--- config.mk ---
export PLATFORM = sky130hd
export DESIGN_NAME = div_arbiter
export DESIGN_NICKNAME = d
export VERILOG_FILES = /design/src/rtl/div_arb_pkg.sv /design/src/rtl/div_arbiter_rr.sv /design/src/rtl/div_arbiter.sv
export SDC_FILE = /design/constraint.sdc
export NUM_CORES = 1
export LEC_CHECK = 0
export ABC_CLOCK_PERIOD_IN_PS = 5200
export CORE_AREA = 5 5 176 178
export DETAILED_ROUTE_END_ITERATION = 7
export DIE_AREA = 0 0 181 183
export PLACE_DENSITY = 0.74
export SYNTH_ARGS = -nofsm -noshare
export SYNTH_HDL_FRONTEND = slang
export SYNTH_SLANG_ARGS = --single-unit
export TNS_END_PERCENT = 20
--- constraint.sdc ---
create_clock -name clk_i -period 5.2 [get_ports clk_i]
set_clock_uncertainty 0.2 [all_clocks]
set_input_delay 0.52 -clock clk_i [delete_from_list [all_inputs] [get_ports clk_i]]
set_output_delay 0.52 -clock clk_i [all_outputs]
set_load 0.005 [all_outputs]
--- src/rtl/div_arb_pkg.sv ---
// Shared types and constants for the divider arbiter slice.
package div_arb_pkg;

  typedef enum logic [1:0] {IDLE, ISSUE, WAIT, RESP} state_e;

  // Default watchdog: serial divider worst case plus a little slack.
  localparam int TIMEOUT_XLEN_MULT = 2;
  localparam int TIMEOUT_SLACK     = 8;

  localparam logic [63:0] DIVZERO_Q = {64{1'b1}};

  function automatic int clog2_min1(input int n);
    return (n <= 1) ? 1 : $clog2(n);
  endfunction

endpackage

--- src/rtl/div_arbiter_rr.sv ---
// Combinational round-robin picker: first requester after last_grant_i wins.
module rr_arbiter #(
  parameter int NREQ = 4,
  parameter int IDW  = 2
) (
  input  logic [NREQ-1:0] req_i,
  input  logic [IDW-1:0]  last_grant_i,
  output logic [NREQ-1:0] gnt_o,
  output logic [IDW-1:0]  gnt_id_o,
  output logic            any_req_o
);

  logic [IDW:0]      sh;
  logic [NREQ-1:0]   rot, rot_first;
  logic [IDW-1:0]    id_chain [NREQ+1];

  // Rotate so bit 0 is the requester right after last_grant, isolate the
  // lowest set bit, then rotate back.
  assign sh        = {1'b0, last_grant_i} + 1'b1;
  assign rot       = NREQ'({req_i, req_i} >> sh);
  assign rot_first = rot & (~rot + 1'b1);
  assign gnt_o     = NREQ'(({rot_first, rot_first} << sh) >> NREQ);
  assign any_req_o = |req_i;

  assign id_chain[0] = '0;
  for (genvar j = 0; j < NREQ; j++) begin : g_enc
    assign id_chain[j+1] = id_chain[j] | (gnt_o[j] ? IDW'(j) : '0);
  end
  assign gnt_id_o = id_chain[NREQ];

endmodule

--- src/rtl/div_arbiter.sv ---
// Shares one serial divider among NREQ requesters with a watchdog on WAIT.
// Optional DIV_ARB_DIVZERO_BYPASS_EN answers divisor==0 without the divider.
module div_arbiter import div_arb_pkg::*; #(
  parameter  int NREQ    = 4,
  parameter  int XLEN    = 32,
  parameter  int TIMEOUT = TIMEOUT_XLEN_MULT*XLEN + TIMEOUT_SLACK,
  localparam int IDW     = clog2_min1(NREQ)
) (
  input  logic                 clk_i,
  input  logic                 reset_i,
  input  logic [NREQ-1:0]      req_valid_i,
  output logic [NREQ-1:0]      req_ready_o,
  input  logic [NREQ*XLEN-1:0] req_dividend_i,
  input  logic [NREQ*XLEN-1:0] req_divisor_i,
  output logic                 rsp_valid_o,
  input  logic                 rsp_ready_i,
  output logic [IDW-1:0]       rsp_id_o,
  output logic [XLEN-1:0]      rsp_quotient_o,
  output logic [XLEN-1:0]      rsp_remainder_o,
  output logic                 rsp_err_o,
  output logic                 div_start_o,
  output logic [XLEN-1:0]      div_dividend_o,
  output logic [XLEN-1:0]      div_divisor_o,
  input  logic                 div_done_i,
  input  logic [XLEN-1:0]      div_quotient_i,
  input  logic [XLEN-1:0]      div_remainder_i,
  output logic                 busy_o
);

  localparam int WDW = $clog2(TIMEOUT+1);

  state_e          state_q, state_d;
  logic [IDW-1:0]  last_q, last_d, id_q, id_d;
  logic [XLEN-1:0] dvd_q, dvd_d, dvs_q, dvs_d, quo_q, quo_d, rem_q, rem_d;
  logic            err_q, err_d;
  logic [WDW-1:0]  wd_q, wd_d, wd_inc;

  logic [NREQ-1:0] gnt;
  logic [IDW-1:0]  gnt_id;
  logic            any_req;
  logic [XLEN-1:0] dvd_chain [NREQ+1];
  logic [XLEN-1:0] dvs_chain [NREQ+1];

  rr_arbiter #(.NREQ(NREQ), .IDW(IDW)) u_rr (
    .req_i       (req_valid_i),
    .last_grant_i(last_q),
    .gnt_o       (gnt),
    .gnt_id_o    (gnt_id),
    .any_req_o   (any_req)
  );

  // One-hot AND-OR operand select keyed by the grant.
  assign dvd_chain[0] = '0;
  assign dvs_chain[0] = '0;
  for (genvar k = 0; k < NREQ; k++) begin : g_sel
    assign dvd_chain[k+1] = dvd_chain[k] | ({XLEN{gnt[k]}} & req_dividend_i[k*XLEN +: XLEN]);
    assign dvs_chain[k+1] = dvs_chain[k] | ({XLEN{gnt[k]}} & req_divisor_i[k*XLEN +: XLEN]);
  end

  assign wd_inc = (wd_q == WDW'(TIMEOUT)) ? wd_q : wd_q + 1'b1;

  always_comb begin
    state_d     = state_q;
    last_d      = last_q;
    id_d        = id_q;
    dvd_d       = dvd_q;
    dvs_d       = dvs_q;
    quo_d       = quo_q;
    rem_d       = rem_q;
    err_d       = err_q;
    wd_d        = wd_q;
    req_ready_o = '0;
    div_start_o = 1'b0;
    unique case (state_q)
      IDLE: if (any_req) begin
        req_ready_o = gnt;
        id_d        = gnt_id;
        dvd_d       = dvd_chain[NREQ];
        dvs_d       = dvs_chain[NREQ];
        state_d     = ISSUE;
`ifdef DIV_ARB_DIVZERO_BYPASS_EN
        if (dvs_chain[NREQ] == '0) begin
          quo_d   = DIVZERO_Q[XLEN-1:0];
          rem_d   = dvd_chain[NREQ];
          err_d   = 1'b0;
          state_d = RESP;
        end
`endif
      end
      ISSUE: begin
        div_start_o = 1'b1;
        wd_d        = '0;
        state_d     = WAIT;
      end
      WAIT: begin
        wd_d = wd_inc;
        if (div_done_i) begin
          quo_d   = div_quotient_i;
          rem_d   = div_remainder_i;
          err_d   = 1'b0;
          state_d = RESP;
        end else if (wd_inc >= WDW'(TIMEOUT-1)) begin
          quo_d   = '0;
          rem_d   = '0;
          err_d   = 1'b1;
          state_d = RESP;
        end
      end
      RESP: if (rsp_ready_i) begin
        last_d  = id_q;
        state_d = IDLE;
      end
      default: state_d = IDLE;
    endcase
  end

  always_ff @(posedge clk_i) begin
    if (reset_i) begin
      state_q <= IDLE;
      last_q  <= IDW'(NREQ-1);
      id_q    <= '0;
      dvd_q   <= '0;
      dvs_q   <= '0;
      quo_q   <= '0;
      rem_q   <= '0;
      err_q   <= 1'b0;
      wd_q    <= '0;
    end else begin
      state_q <= state_d;
      last_q  <= last_d;
      id_q    <= id_d;
      dvd_q   <= dvd_d;
      dvs_q   <= dvs_d;
      quo_q   <= quo_d;
      rem_q   <= rem_d;
      err_q   <= err_d;
      wd_q    <= wd_d;
    end
  end

  assign rsp_valid_o     = (state_q == RESP);
  assign busy_o          = (state_q != IDLE);
  assign rsp_id_o        = id_q;
  assign rsp_quotient_o  = quo_q;
  assign rsp_remainder_o = rem_q;
  assign rsp_err_o       = err_q;
  assign div_dividend_o  = dvd_q;
  assign div_divisor_o   = dvs_q;

endmodule

==> impl_metrics.json, run 1 <==
{
  "status": "completed",
  "worstSkewPairLatency_ns": 0.41,
  "grt_usage_pct": 19.5,
  "cts_root_buf": "clkbuf_16",
  "fin_tns_setup_ns": 0,
  "synth-edff-count": 0,
  "relSlewSlack_pct": 33.1,
  "post-route-util_pct": 46.1,
  "start_util_pct": 27.4,
  "totalPowerFinal_mw": 5.56,
  "vias": 8580,
  "netSwitchingFraction_pct": 38.4,
  "route.detailed.drc": 0,
  "cp.buffers_inverters": 3,
  "avgSynthCellArea_um2": 9.92,
  "dp_hpwl_um": 23800,
  "clk_pin_slew_ns": 0.07,
  "stdcell_count": 1625,
  "critPathKind": "input port to primary output",
  "coreArea_um2": 29200,
  "path_delay_family": "buffers and inverters",
  "syn_nets": 1144,
  "place_area_um2": 12900,
  "crit_fanout": 9,
  "io_pins": 466,
  "p_sw_mw": 2.14,
  "final_cell_area_um2": 13500,
  "ir_worst_vdd_uv": 310,
  "synth_warnings": 0,
  "ys_seq_area_share_pct": 35.5,
  "dr.pass1.iters": 5,
  "pwr-share-comb_pct": 48.9,
  "worstSetupStartpointType": "input port",
  "htree_levels": 4,
  "nets": 1557,
  "reg2reg_from": "last_q[0]",
  "max_stage_delay_ns": 0.60,
  "power_frac_seq_pct": 28.0,
  "reg2reg_depth": 7,
  "antenna_found_initial": 1,
  "path_common_cell": "clkdlybuf4s50_1",
  "power_density_nw_per_um2": 412,
  "finalSetupViolCount": 0,
  "cts_tree": "done",
  "cp-end-kind": "primary output",
  "r2r-end": "div_divisor_o[17]",
  "intPower_mw": 3.42,
  "vias_per_cell": 5.28,
  "synth-main-ff-cell": "dfxtp_1",
  "antenna_left": 0,
  "fin_crit_ns": 3.75,
  "fmax_mhz": 266,
  "async_reset_ff_share_pct": 0,
  "path_cells": "clkdlybuf4s50_1 > or3b_1 > a2111oi_2 > o31ai_2 > a31oi_4 > inv_2 > nor2_1 > clkdlybuf4s50_1",
  "worst_slew_pin_slew_ns": 1.00,
  "grt_pass1_wl_um": 52100,
  "fillers": 2741,
  "power.leakage_nw": 4.71,
  "final_max_slew_viol_count": 0,
  "timing.reg2reg.setup_slack_ns": 2.03,
  "io_buffers": 465,
  "avgRoutedWirePerCell_um": 21.3,
  "min_to": "rsp_quotient_o[15]",
  "die-area_um2": 33100,
  "rows": 63,
  "cts_buffers": 17,
  "die_w_um": 181,
  "grt_pass1_vias": 8908,
  "setup_slack_ns": 1.45,
  "drtIter0Drc": 434,
  "ys_seq_elements": 142,
  "pre_cts_slack_ns": 1.41,
  "cp_slowest_cell": "clkdlybuf4s50_1",
  "min_period_over_period_pct": 72.2,
  "place.gp.congestion": 0.820,
  "hold_buffers": 0,
  "finalWirelength_um": 34600,
  "grt_max_degree": 69,
  "hold_ws_ns": 0.274,
  "worstPathArrival_ns": 3.03,
  "drive_gt1_share_pct": 13.0,
  "cp.required_ns": 4.48,
  "post_cts_buffers": 0,
  "clockBufferDepth": 2,
  "hp-start": "rsp_quotient_o[15]",
  "rsz0062_at_grt": "false",
  "postCtsResizedCells": 0,
  "synth_cells": 808,
  "dp_cells": 1592,
  "cts_sinks": 142,
  "grt-ovfl-total": 0,
  "netlist-cell-type-count": 52,
  "syn_area_um2": 8020,
  "max-cap-violations": 0,
  "die_h_um": 183,
  "clkPwrFrac_pct": 23.1,
  "min_path_cells": 1,
  "hold_viol_final": 0,
  "area_delta_synth_final_pct": 68.4,
  "hold_class": "register to register"
}
==> cells in the mapped netlist, types with 2 or more instances <==
| cell type | n | area, um^2 |
|---|---|---|
| nor2_1 | 150 | 563 |
| dfxtp_1 | 142 | 2840 |
| a221oi_1 | 80 | 701 |
| a22o_1 | 65 | 569 |
| mux2i_1 | 65 | 651 |
| a211oi_2 | 49 | 613 |
| a221oi_2 | 49 | 736 |
| clkbuf_1 | 35 | 131 |
| buf_2 | 26 | 130 |
| a211oi_1 | 16 | 120 |
| nand2_1 | 14 | 52.6 |
| inv_1 | 10 | 37.5 |
| buf_1 | 9 | 33.8 |
| a21oi_1 | 8 | 40.0 |
| ha_1 | 8 | 100 |
| nor2b_1 | 7 | 43.8 |
| buf_4 | 6 | 45.0 |
| nand3_1 | 6 | 30.0 |
| o21ai_0 | 6 | 30.0 |
| buf_12 | 5 | 100 |
| nand2b_1 | 5 | 31.3 |
| nor3_1 | 4 | 20.0 |
| a22oi_1 | 3 | 22.5 |
| and3_1 | 3 | 18.8 |
| nor3b_1 | 3 | 22.5 |
| a211o_1 | 2 | 17.5 |
| a311oi_1 | 2 | 17.5 |
| a31oi_1 | 2 | 12.5 |
| and2_1 | 2 | 12.5 |
| nand3b_1 | 2 | 15.0 |
| o31ai_2 | 2 | 25.0 |
| xor2_1 | 2 | 17.5 |
==> cell usage in the layout, fill, tap and decap left out, types with 3 or more instances in the layout <==
| cell | n |
|---|---|
| clkinv_8 | 6 |
| nor2b_1 | 6 |
| a21oi_1 | 7 |
| a22oi_1 | 3 |
| a221oi_1 | 80 |
| o21ai_0 | 6 |
| clkbuf_16 | 17 |
| buf_4 | 10 |
| ha_1 | 7 |
| inv_8 | 5 |
| nand2b_1 | 5 |
| nand3_1 | 6 |
| and3_1 | 3 |
| a211oi_2 | 49 |
| nor3b_1 | 3 |
| a221oi_2 | 49 |
| clkdlybuf4s50_1 | 464 |
| a22o_1 | 64 |
| nor2_1 | 148 |
| nor3_1 | 4 |
| inv_1 | 10 |
| a211oi_1 | 16 |
| nand2_1 | 13 |
| mux2i_1 | 65 |
| dfxtp_1 | 142 |
==> metal layers <==
layer,GRT usage [%],share of wire (%),vias to the layer above
li1,-,-,4005
met1,24.5,42,4155
met2,32.9,48,369
met3,5.32,7.1,51
met4,5.97,2.6,0
met5,0,0,-
==> sequential cells by signal, indices dropped and copies added (netlist names) <==
name	flops
rsp_id_o	2
wd_q	7
state_q	2
div_dividend_o	32
last_q	2
rsp_quotient_o	32
div_divisor_o	32
rsp_err_o	1
rsp_remainder_o	32
==> power by group through the flow <==
stage	logic, mW	registers (mW)	clock network [mW]
finish	2.72	1.56	1.28
global route	2.93	1.59	1.38
CTS	2.75	1.55	1.33
detailed placement	2.73	1.57	0
global placement	2.70	1.57	0
floorplan	1.49	1.57	0
==> worst max-delay path by stage <==
stage	start	to	slack, ns	cells past startpoint
2_1_floorplan	req_valid_i[3]	req_ready_o[2]	2.43	8
3_3_place_gp	req_valid_i[2]	req_ready_o[2]	1.50	8
3_5_place_dp	req_valid_i[2]	div_divisor_o[9]	1.41	8
4_1_cts	req_valid_i[2]	req_ready_o[2]	1.44	8
5_1_grt	req_valid_i[2]	req_ready_o[2]	1.28	8
6_report	req_valid_i[2]	req_ready_o[2]	1.45	8
==> final cells by class <==
type / instances / area [um^2] / share of cell area (%)
diodes: 1 / 2.50 / 0.0185
flip-flops and latches: 142 / 2840 / 21.1
multi-input cells: 573 / 4750 / 35.2
repair buffers: 476 / 4760 / 35.3
clock buffers: 17 / 425 / 3.15
inverters: 11 / 41.3 / 0.306
well taps: 390 / 488 / 3.62
clock inverters: 15 / 188 / 1.39
==> cells by family after synthesis <==
group / Yosys count / share of synthesized area [%]
AOI/OAI and AO/OA: 292 / 37.4
adders and majority gates: 8 / 1.25
muxes: 67 / 8.54
and+or+nand+nor: 203 / 10.8
DFF: 142 / 35.5
buffers and inverters: 93 / 6.20
xor gates and xnor gates: 3 / 0.328
Power figures use the tool's default switching activity.
==> inputs of run 2 (changes only) <==
--- a/config.mk
+++ b/config.mk
@@ -5,11 +5,11 @@
 export SDC_FILE = /design/constraint.sdc
 export NUM_CORES = 1
 export LEC_CHECK = 0
-export ABC_CLOCK_PERIOD_IN_PS = 5200
-export CORE_AREA = 5 5 176 178
+export ABC_CLOCK_PERIOD_IN_PS = 3600
+export CORE_AREA = 5 5 178 180
 export DETAILED_ROUTE_END_ITERATION = 7
-export DIE_AREA = 0 0 181 183
-export PLACE_DENSITY = 0.74
+export DIE_AREA = 0 0 183 185
+export PLACE_DENSITY = 0.72
 export SYNTH_ARGS = -nofsm -noshare
 export SYNTH_HDL_FRONTEND = slang
 export SYNTH_SLANG_ARGS = --single-unit
==> constraint.sdc (replaced) <==
create_clock -name clk_i -period 3.6 [get_ports clk_i]
set_clock_uncertainty 0.2 [all_clocks]
set_input_delay 0.36 -clock clk_i [delete_from_list [all_inputs] [get_ports clk_i]]
set_output_delay 0.36 -clock clk_i [all_outputs]
set_load 0.005 [all_outputs]
==> run 2 against run 1 <==
Non-clock buffer count is 6 higher. Setup slack got worse by 1.3 ns. Sequential share of layout area down 0.11 points. Die area increased by 2.2%. Sequential cell count unchanged. Hold slack got worse by 0.22 ns. Cell count grew 0.68%. Via count grew 1.4%. Utilization decreased by 0.96 points. Critical path type unchanged. Largest cell class unchanged.
==> impl_metrics.json, run 2 (synthesized netlist as in run 1, its figures left out) <==
{
  "status": "completed",
  "ir_worst_vdd_uv": 323,
  "cp.required_ns": 3.04,
  "final_cell_mix": "463 x clkdlybuf4s50_1, 148 x nor2_1, 141 x dfxtp_1",
  "worstSkewPairLatency_ns": 0.44,
  "die-area_um2": 33900,
  "cp-end-kind": "primary output",
  "multiInputGateArea_um2": 4750,
  "fmax_mhz": 292,
  "clk_pin_slew_ns": 0.06,
  "regArea_um2": 2840,
  "hold_viol_final": 0,
  "hold_class": "input port to register",
  "final_common_cell": "clkdlybuf4s50_1",
  "finalWirelength_um": 36100,
  "clkPwrFrac_pct": 22.7,
  "path_common_cell": "clkdlybuf4s50_1",
  "worstPathArrival_ns": 2.86,
  "fin_crit_ns": 3.42,
  "grt_pass1_vias": 8932,
  "antenna_left": 0,
  "route.detailed.drc": 0,
  "post_cts_buffers": 0,
  "rows": 64,
  "fillers": 2823,
  "relSlewSlack_pct": 35.6,
  "start_util_pct": 26.7,
  "worst_slew_pin_slew_ns": 0.966,
  "avgRoutedWirePerCell_um": 22.0,
  "netSwitchingFraction_pct": 37.8,
  "dp_hpwl_um": 25400,
  "place.gp.congestion": 0.903,
  "final_max_slew_viol_count": 0,
  "grt_pass1_wl_um": 53600,
  "p_sw_mw": 3.05,
  "die_w_um": 183,
  "cp_slowest_cell": "clkdlybuf4s50_1",
  "power.leakage_nw": 4.76,
  "hold_buffers": 0,
  "nets": 1563,
  "grt_usage_pct": 20.1,
  "grt_max_degree": 73,
  "min_period_over_period_pct": 95.0,
  "cts_sinks": 142,
  "grt-ovfl-total": 0,
  "n_antenna_cell": 0,
  "vias_per_cell": 5.32,
  "htree_levels": 4,
  "max_stage_delay_ns": 0.54,
  "critPathKind": "input port to primary output",
  "hold_ws_ns": 0.0589,
  "power_frac_seq_pct": 27.9,
  "coreArea_um2": 30000,
  "fin_tns_setup_ns": 0,
  "pwr-share-comb_pct": 49.4,
  "finalSetupViolCount": 0,
  "max-cap-violations": 0,
  "cts_buffers": 17,
  "die_h_um": 185,
  "drtIter0Drc": 502,
  "vias": 8701,
  "io_pins": 466,
  "power_density_nw_per_um2": 594,
  "io_buffers": 465,
  "area_delta_synth_final_pct": 69.3,
  "antenna_found_initial": 0,
  "cts_tree": "done",
  "dr.pass1.iters": 5,
  "clockBufferDepth": 2,
  "intPower_mw": 5.02,
  "rsz0062_at_grt": "false",
  "worstSetupStartpointType": "input port",
  "crit_fanout": 9,
  "drive_gt1_share_pct": 13.5,
  "cts_root_buf": "clkbuf_16",
  "path_cells": "clkdlybuf4s50_1 > or3b_1 > a2111oi_2 > o31ai_2 > a31oi_4 > inv_2 > nor2_1 > clkdlybuf4s50_1"
}
-- run 2: cell types whose count changed in the layout (fill, tap and decap cells not counted), moves of 3 or more --
cell      before  now
buf_12         2    5
buf_4         10   13
clkinv_8       6    1
inv_6          2    7
-- run 2: critical path: cells and delay by family --
| family | cells | cell delay, ns |
|---|---|---|
| buffers and inverters | 3 | 1.12 |
| AO/OA/AOI/OAI | 3 | 0.84 |
| AND/OR/NAND/NOR | 2 | 0.54 |
-- run 2: metrics by stage --
step	instance area, um^2	power [mW]	std cells	worst slack [ns]	utilization (%)
2_1_floorplan	8020	4.43	808	1.11	-
3_3_place_gp	13000	6.20	1604	0.160	43.2
3_5_place_dp	13000	6.26	1604	0.160	43.2
4_1_cts	13600	8.14	1636	0.100	45.2
5_1_grt	13600	8.56	1636	0.0329	45.2
6_report	13600	8.06	1636	0.178	45.2
-- run 2: area by class of cell --
type,count,share of cell area [%]
multi-input combinational,573,35.0
timing repair buffer,482,35.7
clock inverter,15,1.22
sequential,142,21.0
inverter,11,0.304
clock buffer,17,3.14
tap,396,3.65
-- run 2: final timing paths --
path,start,to,slack (ns),cells after the start
worst max-delay path,req_valid_i[3],req_ready_o[2],0.18,8
worst max register to register,last_q[0],div_divisor_o[7],0.68,7
worst min-delay path,reset_i,rsp_id_o[0],0.06,2
worst min register to register,rsp_remainder_o[4],rsp_remainder_o[4],0.28,1
-- run 2: power by group through the flow --
stage	registers [mW]	clock network, mW	logic (mW)
6_report	2.25	1.83	3.98
5_1_grt	2.30	1.95	4.31
4_1_cts	2.24	1.88	4.01
3_5_place_dp	2.27	0	3.99
3_3_place_gp	2.26	0	3.95
2_1_floorplan	2.27	0	2.16
-- run 2: routing by layer --
metal | track usage, % | part of all wire (%) | vias up
met5 | 0 | 0 | -
met3 | 6.01 | 7.8 | 56
met4 | 6.53 | 2.4 | 0
met1 | 24.8 | 41 | 4251
met2 | 33.8 | 49 | 371
li1 | - | - | 4023
-- run 2: what timing repair did --
item | CTS | global route
resized for setup | 0 | 3
hold endpoints to repair | 0 | 0
setup endpoints to repair | 0 | 2
==> inputs of run 3 (changes only) <==
--- a/config.mk
+++ b/config.mk
@@ -6,10 +6,10 @@
 export NUM_CORES = 1
 export LEC_CHECK = 0
 export ABC_CLOCK_PERIOD_IN_PS = 3600
-export CORE_AREA = 5 5 178 180
+export CORE_AREA = 2 2 180 182
 export DETAILED_ROUTE_END_ITERATION = 7
-export DIE_AREA = 0 0 183 185
-export PLACE_DENSITY = 0.72
+export DIE_AREA = 0 0 182 184
+export PLACE_DENSITY = 0.7
 export SYNTH_ARGS = -nofsm -noshare
 export SYNTH_HDL_FRONTEND = slang
 export SYNTH_SLANG_ARGS = --single-unit
==> run 3 against run 2 <==
First-iteration DRC count down 36%. Via count down 1.4%. Die area down 1.1%. Register-to-register slack about the same. Count of clock-buffer cells in the layout unchanged. Power up 0.31%. Final area up 0.29%. Sequential share of layout area down 0.069 points. Sequential power about the same. Setup slack better by 0.029 ns. Largest cell class unchanged. Largest power group unchanged.
==> impl_metrics.json, run 3 (synthesized netlist as in run 1, its figures left out) <==
{
  "status": "completed",
  "cts_root_buf": "clkbuf_16",
  "cts_buffers": 17,
  "setup_slack_ns": 0.208,
  "vias_per_cell": 5.22,
  "fin_crit_ns": 3.39,
  "hold_ws_ns": 0.213,
  "area_delta_synth_final_pct": 69.8,
  "nets": 1564,
  "min_period_over_period_pct": 94.2,
  "clockBufferDepth": 2,
  "post-route-util_pct": 43.3,
  "crit_fanout": 9,
  "io_pins": 466,
  "cts_sinks": 142,
  "grt-ovfl-total": 0,
  "vias": 8578,
  "relSlewSlack_pct": 52.8,
  "hold_class": "input port to register",
  "antenna_left": 0,
  "rsz0062_at_grt": "false",
  "max-cap-violations": 0,
  "ir_worst_vdd_uv": 363,
  "grt_pass1_vias": 8697,
  "power.leakage_nw": 4.78,
  "coreArea_um2": 31400,
  "die_h_um": 184,
  "cp-end-kind": "primary output",
  "rows": 65,
  "n_antenna_cell": 0,
  "worst_slew_pin_slew_ns": 0.708,
  "die-area_um2": 33500,
  "dp_hpwl_um": 23600,
  "grt_pass1_wl_um": 50500,
  "avgRoutedWirePerCell_um": 20.7,
  "cts_tree": "done",
  "critPathKind": "input port to primary output",
  "stdcell_count": 1643,
  "start_util_pct": 25.5,
  "place.gp.congestion": 0.831,
  "power_density_nw_per_um2": 594,
  "fmax_mhz": 295,
  "htree_levels": 4,
  "io_buffers": 465,
  "hold_viol_final": 0,
  "finalWirelength_um": 33900,
  "dp_cells": 1611,
  "worstPathArrival_ns": 2.83,
  "hold_buffers": 0,
  "clk_pin_slew_ns": 0.07,
  "grt_usage_pct": 19.3,
  "fin_tns_setup_ns": 0,
  "drive_gt1_share_pct": 13.5,
  "route.detailed.drc": 0,
  "final_cell_mix": "463 x clkdlybuf4s50_1, 148 x nor2_1, 142 x dfxtp_1",
  "cp.required_ns": 3.04,
  "die_w_um": 182,
  "antenna_found_initial": 0,
  "drtIter0Drc": 323,
  "worstSetupStartpointType": "input port",
  "finalSetupViolCount": 0,
  "grt_max_degree": 69,
  "final_max_slew_viol_count": 0,
  "dr.pass1.iters": 5,
  "pre_cts_slack_ns": 0.162,
  "worstSkewPairLatency_ns": 0.44,
  "final_common_cell": "clkdlybuf4s50_1"
}
run 3: changes by cell type in the layout (fill, tap and decap cells not counted):
| cell | previous run | this run |
|---|---|---|
| a311oi_1 | 1 | 2 |
| a311oi_2 | 2 | 1 |
| buf_12 | 5 | 7 |
| buf_4 | 13 | 12 |
| clkinv_4 | 0 | 2 |
| clkinvlp_4 | 1 | 0 |
| dfxtp_1 | 141 | 142 |
| dfxtp_2 | 1 | 0 |
| inv_6 | 7 | 4 |
| inv_8 | 4 | 6 |
run 3: layer usage:
metal	track usage [%]	wire (um)	part of all wire, %	vias to the layer above
met4	5.81	624	1.8	0
met1	24.1	14700	43	4160
met3	5.09	2380	7.0	37
met5	0	0	0	-
met2	32.6	16200	48	370
li1	-	-	-	4011
run 3: per-stage QoR:
stage,cell area [um^2],power (mW)
2_1_floorplan,8020,4.43
3_3_place_gp,13000,6.22
3_5_place_dp,13000,6.28
4_1_cts,13600,8.19
5_1_grt,13600,8.56
6_report,13600,8.09
run 3: layout make-up:
| cell class | count | area, um^2 |
|---|---|---|
| inverters | 11 | 41.3 |
| clock buffers | 17 | 425 |
| well taps | 402 | 503 |
| fillers | 2926 | 17800 |
| repair buffers | 483 | 4880 |
| clock inverters | 15 | 171 |
| flip-flops and latches | 142 | 2840 |
| multi-input cells | 573 | 4750 |
run 3: critical path, stage by stage:
cell	delay [ns]
clkdlybuf4s50_1	0.54
or3b_1	0.42
a2111oi_2	0.40
o31ai_2	0.15
a31oi_4	0.27
inv_2	0.07
nor2_1	0.10
clkdlybuf4s50_1	0.51
run 3: what timing repair did:
item                       CTS  global route
resized for setup            0             1
buffers inserted             0             0
setup endpoints to repair    0             1
run 3: final timing paths:
path,from,endpoint,slack [ns],cells past startpoint
worst max register to register,last_q[0],div_divisor_o[5],0.69,7
worst min register to register,rsp_remainder_o[30],rsp_remainder_o[30],0.27,1
worst min-delay path,reset_i,wd_q[6],0.21,2
worst max-delay path,req_valid_i[3],req_ready_o[2],0.21,8
run 3: power breakdown:
part / internal [mW] / total (mW) / leakage (nW) / switching (mW)
sequential: 2.00 / 2.25 / 1.16 / 0.258
combinational: 2.06 / 3.98 / 3.32 / 1.93
clock: 0.995 / 1.85 / 0.297 / 0.856
total: 5.05 / 8.09 / 4.78 / 3.04
